`config.mk`:
```
export PLATFORM = sky130hd
export DESIGN_NAME = id_ex_stage_reg
export DESIGN_NICKNAME = d
export VERILOG_FILES = /design/src/rtl/pipe_pkg.sv /design/src/rtl/sat_counter.sv /design/src/rtl/id_ex_stage_reg.sv
export SDC_FILE = /design/constraint.sdc
export NUM_CORES = 1
export LEC_CHECK = 0
export CAP_MARGIN = 25
export CORE_MARGIN = 8
export CORE_UTILIZATION = 30
export CTS_BUF_LIST = sky130_fd_sc_hd__clkbuf_2 sky130_fd_sc_hd__clkbuf_4 sky130_fd_sc_hd__clkbuf_8
export DETAILED_ROUTE_END_ITERATION = 12
export MAX_ROUTING_LAYER = met4
export PLACE_DENSITY = 0.66
export SLEW_MARGIN = 20
export SYNTH_ARGS = -nofsm -noshare
export SYNTH_HDL_FRONTEND = slang
export SYNTH_SLANG_ARGS = --single-unit
```
`constraint.sdc`:
```
create_clock -name clk_i -period 6.9 [get_ports clk_i]
set_clock_uncertainty 0.05 [all_clocks]
set_input_delay 1.725 -clock clk_i [delete_from_list [all_inputs] [get_ports clk_i]]
set_output_delay 1.725 -clock clk_i [all_outputs]
set_load 0.01 [all_outputs]
```
`src/rtl/pipe_pkg.sv`:
```
// rtl/pipe_pkg.sv - shared widths and control-word field layout for the pipeline latches
//
// Control word layout (default 8 bits, MSB first): WB[1:0] | M[1:0] | EX[3:0].
// Downstream stages slice ctrl_o with the *_LSB / *_W pairs below rather than
// through dedicated per-field ports.
package pipe_pkg;

    localparam int CTRL_W_DEF = 8;
    localparam int RIDX_W_DEF = 5;

    // Field widths inside the control word
    localparam int EX_W = 4;
    localparam int M_W  = 2;
    localparam int WB_W = 2;

    // Field offsets inside the control word
    localparam int EX_LSB = 0;
    localparam int M_LSB  = EX_LSB + EX_W;
    localparam int WB_LSB = M_LSB + M_W;

    // A bubble carries an all-zero control word: no register write, no memory
    // access, no EX side effects.
    localparam logic [CTRL_W_DEF-1:0] BUBBLE_CTRL_DEF = '0;

endpackage

```
`src/rtl/sat_counter.sv`:
```
// rtl/sat_counter.sv - saturating up-counter with synchronous clear
//
// Ports:
//   clk_i  in   clock, rising edge
//   rst_i  in   asynchronous active-high reset, clears the count
//   inc_i  in   count one event this cycle
//   clr_i  in   synchronous clear; wins over inc_i
//   cnt_o  out  current count, sticks at 2^CNT_W-1
module sat_counter #(
    parameter int CNT_W = 16
) (
    input  logic             clk_i,
    input  logic             rst_i,
    input  logic             inc_i,
    input  logic             clr_i,
    output logic [CNT_W-1:0] cnt_o
);

    localparam logic [CNT_W-1:0] CNT_MAX = {CNT_W{1'b1}};

    always_ff @(posedge clk_i or posedge rst_i) begin
        if (rst_i) begin
            cnt_o <= '0;
        end else if (clr_i) begin
            cnt_o <= '0;
        end else if (inc_i && (cnt_o != CNT_MAX)) begin
            cnt_o <= cnt_o + 1'b1;
        end
    end

endmodule

```
`src/rtl/id_ex_stage_reg.sv`:
```
// rtl/id_ex_stage_reg.sv - parametrised ID/EX pipeline latch with stall, flush and debug counters
//
// Ports:
//   clk_i         in   clock, rising edge
//   rst_i         in   asynchronous active-high reset
//   valid_i       in   ID stage holds a real instruction
//   ctrl_i        in   decoded control word
//   data_i        in   operand payload (rs data, rt data, immediate)
//   ridx_i        in   packed register indices, field k at [k*RIDX_W +: RIDX_W]
//   stall_i       in   hold current contents
//   flush_i       in   replace contents with a bubble (beats stall_i)
//   cnt_clr_i     in   synchronous clear of both event counters
//   valid_o       out  EX-stage instruction valid
//   ctrl_o        out  registered control word
//   data_o        out  registered payload
//   ridx_o        out  registered register indices
//   stall_cnt_o   out  saturating count of stalled cycles
//   bubble_cnt_o  out  saturating count of bubbles loaded
module id_ex_stage_reg
    import pipe_pkg::*;
#(
    parameter int                CTRL_W      = CTRL_W_DEF,
    parameter int                DATA_W      = 96,
    parameter int                RIDX_W      = RIDX_W_DEF,
    parameter int                RIDX_N      = 3,
    parameter logic [CTRL_W-1:0] BUBBLE_CTRL = CTRL_W'(BUBBLE_CTRL_DEF),
    parameter int                CNT_W       = 16
) (
    input  logic                     clk_i,
    input  logic                     rst_i,
    input  logic                     valid_i,
    input  logic [CTRL_W-1:0]        ctrl_i,
    input  logic [DATA_W-1:0]        data_i,
    input  logic [RIDX_N*RIDX_W-1:0] ridx_i,
    input  logic                     stall_i,
    input  logic                     flush_i,
    input  logic                     cnt_clr_i,
    output logic                     valid_o,
    output logic [CTRL_W-1:0]        ctrl_o,
    output logic [DATA_W-1:0]        data_o,
    output logic [RIDX_N*RIDX_W-1:0] ridx_o,
    output logic [CNT_W-1:0]         stall_cnt_o,
    output logic [CNT_W-1:0]         bubble_cnt_o
);

    // A stall only counts when no flush overrides it.
    logic stall_event;
    // Bubble loaded either by flush or by an advance with no real instruction.
    logic bubble_event;

    assign stall_event  = stall_i & ~flush_i;
    assign bubble_event = flush_i | (~stall_i & ~valid_i);

    // Flush > stall > advance. Bubbles zero the register indices so the
    // forwarding comparators can never match on them ($0 is never forwarded).
    // data_o is left alone on flush: it is don't-care once valid_o is low and
    // holding it saves a mux leg on the wide payload.
    always_ff @(posedge clk_i or posedge rst_i) begin
        if (rst_i) begin
            valid_o <= 1'b0;
            ctrl_o  <= BUBBLE_CTRL;
            data_o  <= '0;
            ridx_o  <= '0;
        end else if (flush_i) begin
            valid_o <= 1'b0;
            ctrl_o  <= BUBBLE_CTRL;
            ridx_o  <= '0;
        end else if (!stall_i) begin
            data_o <= data_i;
            if (valid_i) begin
                valid_o <= 1'b1;
                ctrl_o  <= ctrl_i;
                ridx_o  <= ridx_i;
            end else begin
                valid_o <= 1'b0;
                ctrl_o  <= BUBBLE_CTRL;
                ridx_o  <= '0;
            end
        end
    end

    sat_counter #(
        .CNT_W(CNT_W)
    ) u_stall_cnt (
        .clk_i(clk_i),
        .rst_i(rst_i),
        .inc_i(stall_event),
        .clr_i(cnt_clr_i),
        .cnt_o(stall_cnt_o)
    );

    sat_counter #(
        .CNT_W(CNT_W)
    ) u_bubble_cnt (
        .clk_i(clk_i),
        .rst_i(rst_i),
        .inc_i(bubble_event),
        .clr_i(cnt_clr_i),
        .cnt_o(bubble_cnt_o)
    );

endmodule

```
Yosys cells after proc, flatten, opt, wreduce, memory -nomap -nowiden
Index checks and enable logic that the tools add are counted.
{"block": "word_totals", "regBits": 152, "in_bits": 125, "output_inout_bits": 152}
{"block": "classes", "add_sub_neg": 2, "n_eq_ne": 3, "muxes": 13, "bitwise": 6, "n_reduce_logical": 5}
{"cell": "$mux 16", "count": 4}
{"cell": "$mux 15", "count": 3}
{"cell": "$add 16x1->16 const B", "count": 2}
{"cell": "$ne 16x16->1 const B", "count": 2}
{"cell": "$mux 8", "count": 3}
{"cell": "$reduce_bool 2->1", "count": 2}
{"cell": "$mux 1", "count": 3}
{"cell": "$not 1->1", "count": 3}
{"cell": "$and 1x1->1", "count": 2}
{"cell": "$logic_and 1x1->1", "count": 2}
{"cell": "$ne 2x1->1 const B", "count": 1}
{"cell": "$reduce_and 2->1", "count": 1}
{"cell": "$or 1x1->1", "count": 1}

Logic depth before layout (Yosys ltp)
Gate-level depths: netlist of the first run.
{"block": "depth", "depth_word": 6, "ltp_mapped": 6, "depth_no_buf": 5}

Modules after synthesis
Synthesis of the first run repeated with hierarchy kept, for this count alone.
{"block": "hier_totals", "hier_cells": 468, "area_unflattened_um2": 6518.8}
{"module": "id_ex_stage_reg", "instances": 1, "cells_per_inst": 266, "area_each_um2": 4654.5, "seq_area_each_um2": 3002.9}
{"module": "sat_counter", "instances": 2, "cells_per_inst": 101, "area_each_um2": 932.1, "seq_area_each_um2": 400.4}

Least setup slack after synthesis of the first run
Ideal clock, no wire load.
{"block": "synth_timing", "path_type": "input to register", "from": "input port flush_i", "to": "register data_o[0]", "setup_ns": 0.125, "arrival_ns": 2.894, "required_time_ns": 6.725, "setup_slack_ns": 3.831, "cell_stages": 4, "n_path_buf": 2, "path_cell_list": "nor2_1 > clkbuf_1 > buf_2 > mux2_2"}
{"block": "synth_between", "elab_chain_len": 2}
{"element": "from (decl)", "line": "id_ex_stage_reg.sv:36", "text": "input logic flush_i,"}
{"element": "$not 1->1 (no source line)"}
{"element": "$reduce_and 2->1 (no source line)"}
{"element": "to (signal assigned)", "line": "id_ex_stage_reg.sv:69", "text": "data_o <= data_i;"}
{"element": "to (decl)", "line": "id_ex_stage_reg.sv:40", "text": "output logic [DATA_W-1:0] data_o,"}
No other way between the ends.
A chain may end at the register's enable or synchronous reset.

Worst setup path in the final report of the first run
{"block": "layout_timing", "from": "input port flush_i", "to": "register data_o[71]"}
Same word-level chain as after synthesis.

==> results of run 1 <==
per-layer routing:
layer  track usage (%)  vias to the layer above
li1                  -                     2220
met1             16.74                     2403
met2             25.25                      190
met3             6.593                       14
met4             4.846                        0
met5                 -                        -
layout make-up:
type,count,area (sq um)
Timing Repair Buffer,283,2823
Sequential cell,152,3804
Multi-Input combinational cell,271,2241
Tap cell,270,337.8
Fill cell,1841,10480
Inverter,3,16.27
Clock buffer,18,247.7
Clock inverter,14,221.5
stage by stage:
stage                     total power, mW  setup WS (ns)  area [sq um]
final                               2.284          3.170          9691
after CTS                           2.323          3.170          9676
after global routing                2.402          3.099          9691
after detailed placement            1.516          2.682          9206
after floorplan                     1.210          1.032          6132
after global placement              1.503          2.739          9206
flip-flops by register name, summed over array words and instances (netlist names):
signal and cells:
ctrl_o 8, data_o 96, ridx_o 15, u_stall_cnt.cnt_o 16
u_bubble_cnt.cnt_o 16, valid_o 1
where the power goes:
group	switching (mW)	internal [mW]
clock network	0.348	0.444
registers	0.0501	0.981
logic	0.170	0.291
layout by cell type (no fill, tap or decap), types with 2 or more instances in the layout:
| cell | n |
|---|---|
| clkdlybuf4s50_1 | 276 |
| dfrtp_1 | 152 |
| mux2_2 | 98 |
| a21oi_1 | 24 |
| a22o_1 | 23 |
| clkbuf_8 | 18 |
| o21ai_0 | 14 |
| or3_1 | 14 |
| nand2_1 | 12 |
| nand3_1 | 10 |
| o31ai_1 | 10 |
| nand4_1 | 9 |
| or4_1 | 9 |
| nor2_1 | 9 |
| buf_4 | 6 |
| bufinv_16 | 5 |
| nand2b_1 | 4 |
| nor3_1 | 3 |
| and3_1 | 3 |
| and4_1 | 3 |
| mux2i_1 | 3 |
| clkinv_4 | 3 |
| inv_6 | 2 |
| nor2b_1 | 2 |
| inv_1 | 2 |
| xor2_1 | 2 |
| nor4_1 | 2 |
| ha_1 | 2 |
| clkinv_2 | 2 |
| clkinvlp_4 | 2 |
worst max path at each step:
stage / startpoint / to / cells past startpoint
finish: flush_i / data_o[71] / 5
global route: stall_i / data_o[46] / 5
CTS: flush_i / data_o[71] / 5
detailed placement: flush_i / data_o[71] / 5
global placement: flush_i / data_o[76] / 5
floorplan: rst_i / ctrl_o[0] / 1
worst register-to-register path: stages (launching register included):
cell and delay [ns]:
dfrtp_1 0.48, ha_1 0.28, nand3_1 0.18, or3b_2 0.54, or4_1 0.42, a21oi_1 0.16
logic make-up after synthesis:
family          count (synthesis)
xor+xnor                        2
mux                           101
fa+ha+maj                       2
flops                         152
compound gates                 77
buf+inv                        24
simple gates                   89
==> flow_metrics.env, run 1 <==
export IMPL_ant_nets=0
export IMPL_m1WireLength_microns=7618
export IMPL_clock_sinks=152
export IMPL_grt_pass1_wl_microns=30420
export IMPL_clk_pin_slew_ns=0.09
export IMPL_hold_buffers=0
export IMPL_setup_violations=0
export IMPL_clock_latency_ns=0.43
export IMPL_synth_area_leaders="dfrtp_1 62%, mux2_2 18%, a22o_1 3.3%"
export IMPL_r2r_cells=5
export IMPL_hold_class="reg -> reg"
export IMPL_syn_area_sq_mm=0.006132
export IMPL_synth_mux_area_share_pct=18.49
export IMPL_worst_slew_pin_slew_ns=0.8347
export IMPL_chipHeight_microns=159.0
export IMPL_path_max_fanout=58
export IMPL_fp_row_count=52
export IMPL_gr_usage_all_layers_pct=15.42
export IMPL_ys_seq_elements=152
export IMPL_wl_met2_microns=9293
export IMPL_grt_pass1_vias=5487
export IMPL_min_period_over_period_pct=54.06
export IMPL_p_leak_nw=3.896
export IMPL_status="complete, no violations"
export IMPL_yosysMostFrequentCell="dfrtp_1"
export IMPL_die_area_sq_mm=0.02527
export IMPL_drc=0
export IMPL_cts_tree="yes"
export IMPL_power_density_mw_per_mm2=235.7
export IMPL_place_congestion=0.8395
export IMPL_rr_endpoint="u_stall_cnt.cnt_o[14]"
export IMPL_cts_buffers_inserted=17
export IMPL_start_kind="primary input"
export IMPL_synth_cells=447
export IMPL_ir_worst_vdd_mv=0.1297
export IMPL_synthesis_nets=574
export IMPL_path_buf_inv=3
export IMPL_worst_ep_arrival_time_ns=4.00
export IMPL_synth_compound_area_share_pct=8.468
export IMPL_ys_warn_count=0
export IMPL_fin_cells=1011
export IMPL_synth_edf_count=0
export IMPL_start_util_pct=30.40
export IMPL_core_area_sq_mm=0.02017
export IMPL_r2r_start="u_stall_cnt.cnt_o[0]"
export IMPL_worst_hold_path_num_cells=1
export IMPL_drv_slew=0
export IMPL_ios=277
export IMPL_cp_cell_sequence="clkdlybuf4s50_1 > nor2_4 > buf_4 > buf_4 > mux2_2"
export IMPL_dp_cells=978
export IMPL_wl_met3_microns=1516
export IMPL_setup_tns_ns=0
export IMPL_drive_gt1_share_pct=19.70
export IMPL_slowest_stage="buf_4"
export IMPL_endpoint_kind="flip-flop"
export IMPL_maxCapViolations=0
export IMPL_finalCriticalPeriod_ns=3.730
export IMPL_holdPathEnd="valid_o"
export IMPL_synth_common_cells="152 x dfrtp_1, 98 x mux2_2, 24 x a21oi_1"
export IMPL_synth_top_area_share_pct=62.03
export IMPL_synth_simple_area_share_pct=8.733
export IMPL_avgViaCountPerCell=4.774
export IMPL_htree_levels=4
export IMPL_synth_adder_area_share_pct=0.4081
export IMPL_synth_top_family_by_area="multiplexers"
export IMPL_port_buffers=276
export IMPL_antenna_found_initial=0
export IMPL_die_w_microns=159.0
export IMPL_route_vias_total=4827
export IMPL_clockRootBuffer="clkbuf_8"
export IMPL_worstHoldStart="valid_o"
export IMPL_critPathKind="in -> reg"
export IMPL_synthXorXnorAreaFrac_pct=0.2857
export IMPL_crit_family="buffers and inverters"
export IMPL_max_freq_mhz=268.1
export IMPL_grt_start_max_net_pins=87
export IMPL_r2r_slack_ns=4.72
export IMPL_synthArstFlopShare_pct=100.0
export IMPL_synth_avg_cell_area_sq_um=13.72
export IMPL_critical_path_max_stage_delay_ns=0.66
export IMPL_whs_ns=0.4379
export IMPL_area_growth_pct=58.03
export IMPL_synthFlopType="dfrtp_1"
export IMPL_post_cts_repair_setup_buffers=0
export IMPL_cp_common_cell="buf_4"
export IMPL_wl_per_cell_microns=18.51
export IMPL_dpl_hpwl_microns=14030
export IMPL_final_core_util_pct=48.05
export IMPL_worstPathRequired_ns=7.17
export IMPL_synth_seq_area_share_pct=62.03
export IMPL_yosys_area_top_type="dfrtp_1"
export IMPL_grt_setup_unrepaired="false"
export IMPL_diodes=0
export IMPL_routed_wl_microns=18710
export IMPL_hold_viol=0
export IMPL_ctsResizeCount=0
export IMPL_drt_pass1_iter_count=4
export IMPL_overflow=0
export IMPL_drt_iter0_drc=222
export IMPL_finalNetCount=855
export IMPL_clockBufferDepth=2
export IMPL_top_layer="met4"
export IMPL_ys_types=38
export IMPL_slew_headroom_pct=44.35
Power figures use the tool's default switching activity.
==> run 2, diff against run 1 <==
Clock period 6.9 ns to 3.6 ns, I/O delays scaled along.
==> flow_metrics.env, run 2 (synthesis results as in run 1) <==
export IMPL_clockRootBuffer="clkbuf_8"
export IMPL_final_cell_mix="276 x clkdlybuf4s50_1, 152 x dfrtp_1, 98 x mux2_2"
export IMPL_ant_nets=0
export IMPL_largest_reg_flops=96
export IMPL_area_growth_pct=58.15
export IMPL_place_congestion=0.7812
export IMPL_grt_pass1_vias=5365
export IMPL_cts_tree="yes"
export IMPL_drive_gt1_share_pct=19.81
export IMPL_hold_viol=0
export IMPL_endpoint_kind="primary output"
export IMPL_start_util_pct=30.40
export IMPL_route_vias_total=4869
export IMPL_p_total_mw=4.377
export IMPL_worstPathRequired_ns=2.65
export IMPL_clock_sinks=152
export IMPL_p_leak_nw=3.893
export IMPL_drc=0
export IMPL_die_w_microns=159.0
export IMPL_die_area_sq_mm=0.02527
export IMPL_clk_pin_slew_ns=0.08
export IMPL_largest_register="data_o"
export IMPL_setup_ws_ns=1.135
export IMPL_dpl_hpwl_microns=14210
export IMPL_clockBufferDepth=2
export IMPL_critPathKind="reg -> out"
export IMPL_path_buf_inv=1
export IMPL_fin_cells=1012
export IMPL_ios=277
export IMPL_fp_row_count=52
export IMPL_fillers=1805
export IMPL_start_kind="flip-flop"
export IMPL_min_period_over_period_pct=68.48
export IMPL_max_freq_mhz=405.6
export IMPL_drv_slew=0
export IMPL_path_max_fanout=7
export IMPL_ir_worst_vdd_mv=0.2224
export IMPL_port_buffers=276
export IMPL_clock_latency_ns=0.44
export IMPL_ctsResizeCount=0
export IMPL_worst_slew_pin_slew_ns=0.7594
export IMPL_slowest_stage="clkdlybuf4s50_1"
export IMPL_slew_headroom_pct=48.98
export IMPL_setup_violations=0
export IMPL_finalCriticalPeriod_ns=2.465
export IMPL_post_cts_repair_setup_buffers=0
export IMPL_hold_buffers=0
export IMPL_routed_wl_microns=18810
export IMPL_grt_pass1_wl_microns=30210
export IMPL_largestRegisters="data_o (96), u_bubble_cnt.cnt_o (16), u_stall_cnt.cnt_o (16)"
export IMPL_post_place_ws_ns=0.7376
export IMPL_gr_usage_all_layers_pct=15.45
export IMPL_maxCapViolations=0
export IMPL_ff_latch_area_sq_mm=0.003804
export IMPL_drt_iter0_drc=122
export IMPL_hold_class="reg -> reg"
export IMPL_layout_commonest_cell="clkdlybuf4s50_1"
export IMPL_cp_cell_sequence="clkdlybuf4s50_1"
export IMPL_finalNetCount=857
export IMPL_r2r_slack_ns=1.48
export IMPL_drt_pass1_iter_count=6
export IMPL_critical_path_max_stage_delay_ns=0.62
export IMPL_multiInputGateArea_sq_mm=0.002241
export IMPL_cts_buffers_inserted=17
export IMPL_antenna_found_initial=0
export IMPL_power_density_mw_per_mm2=451.3
export IMPL_avgViaCountPerCell=4.811
export IMPL_htree_levels=4
export IMPL_status="complete, no violations"
export IMPL_core_area_sq_mm=0.02017
export IMPL_wl_per_cell_microns=18.59
export IMPL_grt_start_max_net_pins=83
export IMPL_worst_ep_arrival_time_ns=1.52
export IMPL_diodes=0
export IMPL_grt_setup_unrepaired="false"
export IMPL_overflow=0
export IMPL_crit_family="buffers and inverters"
export IMPL_dp_cells=981
export IMPL_setup_tns_ns=0
export IMPL_chipHeight_microns=159.0
run 2: area by class of cell:
| class | count | area share, % |
|---|---|---|
| clock inverters | 13 | 2.232 |
| repair buffers | 285 | 29.31 |
| clock buffers | 18 | 2.490 |
| multi-input cells | 271 | 23.11 |
| well taps | 270 | 3.483 |
| flip-flops and latches | 152 | 39.22 |
| inverters | 3 | 0.1548 |
run 2: final timing paths:
path                                       from                endpoint  depth (start not counted)
setup / recovery           u_stall_cnt.cnt_o[3]          stall_cnt_o[3]                          1
hold / removal                          valid_o                 valid_o                          1
setup reg to reg           u_stall_cnt.cnt_o[0]   u_stall_cnt.cnt_o[14]                          5
hold reg to reg                         valid_o                 valid_o                          1
max in group asynchronous                 rst_i  u_bubble_cnt.cnt_o[15]                          3
min in group asynchronous                 rst_i              data_o[95]                          2
run 2: metrics by stage:
step,hold WS [ns],utilization [%],area (sq um)
finish,0.4328,48.08,9698
floorplan,0.4685,-,6136
detailed placement,0.4208,45.81,9240
global route,0.4652,48.08,9698
global placement,0.4122,45.81,9240
CTS,0.4412,48.08,9698
run 2: report_power, final:
| part | total, mW | internal, mW | switching, mW | leakage (nW) |
|---|---|---|---|---|
| sequential | 1.98 | 1.88 | 0.0979 | 1.90 |
| clock | 1.52 | 0.841 | 0.676 | 0.221 |
| combinational | 0.883 | 0.560 | 0.323 | 1.77 |
run 2: routing by layer:
layer  up-vias  routed length (microns)  GRT usage [%]
li1       2237                        -              -
met1      2420                     7393          16.67
met2       196                     9382          25.64
met3        16                     1753          6.593
met4         0                      282          4.374
met5         -                        0              -
==> run 3, diff against run 2 <==
Clock period 3.6 ns to 2.3 ns, I/O delays scaled along.
==> flow_metrics.env, run 3 (synthesis results as in run 1) <==
export IMPL_hold_viol=0
export IMPL_drv_slew=0
export IMPL_finalNetCount=882
export IMPL_min_period_over_period_pct=94.04
export IMPL_critPathKind="reg -> out"
export IMPL_port_buffers=276
export IMPL_clock_sinks=152
export IMPL_chipHeight_microns=159.0
export IMPL_status="complete, no violations"
export IMPL_die_area_sq_mm=0.02527
export IMPL_clockRootBuffer="clkbuf_8"
export IMPL_hold_buffers=0
export IMPL_ctsResizeCount=0
export IMPL_place_congestion=0.8289
export IMPL_ff_latch_area_sq_mm=0.003804
export IMPL_max_freq_mhz=462.4
export IMPL_fillers=1782
export IMPL_wl_per_cell_microns=18.45
export IMPL_largest_reg_flops=96
export IMPL_crit_family="buffers and inverters"
export IMPL_cts_tree="yes"
export IMPL_ios=277
export IMPL_grt_pass1_wl_microns=30830
export IMPL_worst_slew_pin_slew_ns=0.5199
export IMPL_start_util_pct=30.40
export IMPL_slowest_stage="clkdlybuf4s50_1"
export IMPL_multiInputGateArea_sq_mm=0.002241
export IMPL_grt_start_max_net_pins=56
export IMPL_dpl_hpwl_microns=14710
export IMPL_slew_headroom_pct=65.08
export IMPL_overflow=0
export IMPL_worstPathRequired_ns=1.67
export IMPL_clock_latency_ns=0.44
export IMPL_diodes=0
export IMPL_ant_nets=0
export IMPL_clockBufferDepth=2
export IMPL_maxCapViolations=0
export IMPL_final_cell_mix="276 x clkdlybuf4s50_1, 152 x dfrtp_1, 98 x mux2_2"
export IMPL_p_total_mw=6.890
export IMPL_critical_path_max_stage_delay_ns=0.63
export IMPL_route_vias_total=4946
export IMPL_cp_cell_sequence="clkdlybuf4s50_1"
export IMPL_drive_gt1_share_pct=22.43
export IMPL_path_buf_inv=1
export IMPL_antenna_found_initial=0
export IMPL_htree_levels=4
export IMPL_routed_wl_microns=19130
export IMPL_largest_register="data_o"
export IMPL_avgViaCountPerCell=4.770
export IMPL_path_max_fanout=7
export IMPL_ir_worst_vdd_mv=0.3846
export IMPL_setup_violations=0
export IMPL_cts_buffers_inserted=17
export IMPL_finalCriticalPeriod_ns=2.163
export IMPL_power_density_mw_per_mm2=690.9
export IMPL_grt_pass1_vias=5525
export IMPL_gr_usage_all_layers_pct=15.76
export IMPL_area_growth_pct=62.62
export IMPL_core_area_sq_mm=0.02017
export IMPL_fp_row_count=52
export IMPL_clk_pin_slew_ns=0.08
export IMPL_grt_setup_unrepaired="false"
export IMPL_largestRegisters="data_o (96), u_bubble_cnt.cnt_o (16), u_stall_cnt.cnt_o (16)"
export IMPL_worst_ep_arrival_time_ns=1.54
export IMPL_hold_class="in -> async"
export IMPL_layout_commonest_cell="clkdlybuf4s50_1"
export IMPL_die_w_microns=159.0
export IMPL_drc=0
export IMPL_whs_ns=0.4473
export IMPL_endpoint_kind="primary output"
export IMPL_drt_iter0_drc=160
export IMPL_post_cts_repair_setup_buffers=0
export IMPL_start_kind="flip-flop"
export IMPL_p_leak_nw=4.047
export IMPL_drt_pass1_iter_count=4
[run 3: final timing paths]
path,start,to,slack (ns),cells after the start
max,u_stall_cnt.cnt_o[3],stall_cnt_o[3],0.14,1
min,rst_i,data_o[62],0.45,2
max reg2reg,u_stall_cnt.cnt_o[0],u_stall_cnt.cnt_o[14],0.28,5
min reg2reg,ctrl_o[3],ctrl_o[3],0.45,1
max in group asynchronous,rst_i,data_o[94],1.10,3
min in group clk_i,ctrl_o[3],ctrl_o[3],0.45,1
[run 3: layout make-up]
type / instances / share of cell area [%]
clock buffer: 18 / 2.422
clock inverter: 13 / 2.158
inverter: 3 / 0.1506
multi-input combinational: 271 / 22.47
sequential: 152 / 38.14
tap: 270 / 3.388
timing repair buffer: 310 / 31.27
[run 3: stage by stage]
step / TNS, ns / utilization (%) / std cells / setup slack [ns] / instance area (sq um)
2_1_floorplan: -36.78 / - / 447 / -0.2419 / 6136
3_3_place_gp: -0.5958 / 47.18 / 1006 / -0.1864 / 9515
3_5_place_dp: -1.325 / 47.18 / 1006 / -0.2199 / 9515
4_1_cts: 0 / 49.44 / 1037 / 0.08506 / 9972
5_1_grt: 0 / 49.44 / 1037 / 0.02647 / 9972
6_report: 0 / 49.44 / 1037 / 0.1372 / 9972
[run 3: layer usage]
layer / wire length (microns) / up-vias / track usage, %
met5: 0 / - / -
met4: 374 / 0 / 5.060
met3: 1525 / 19 / 6.489
met2: 9393 / 182 / 25.58
met1: 7836 / 2472 / 17.42
li1: - / 2273 / -
[run 3: where the power goes]
part           internal (mW)  switching [mW]
Clock                   1.32            1.05
Combinational          0.910           0.519
Sequential              2.94           0.149
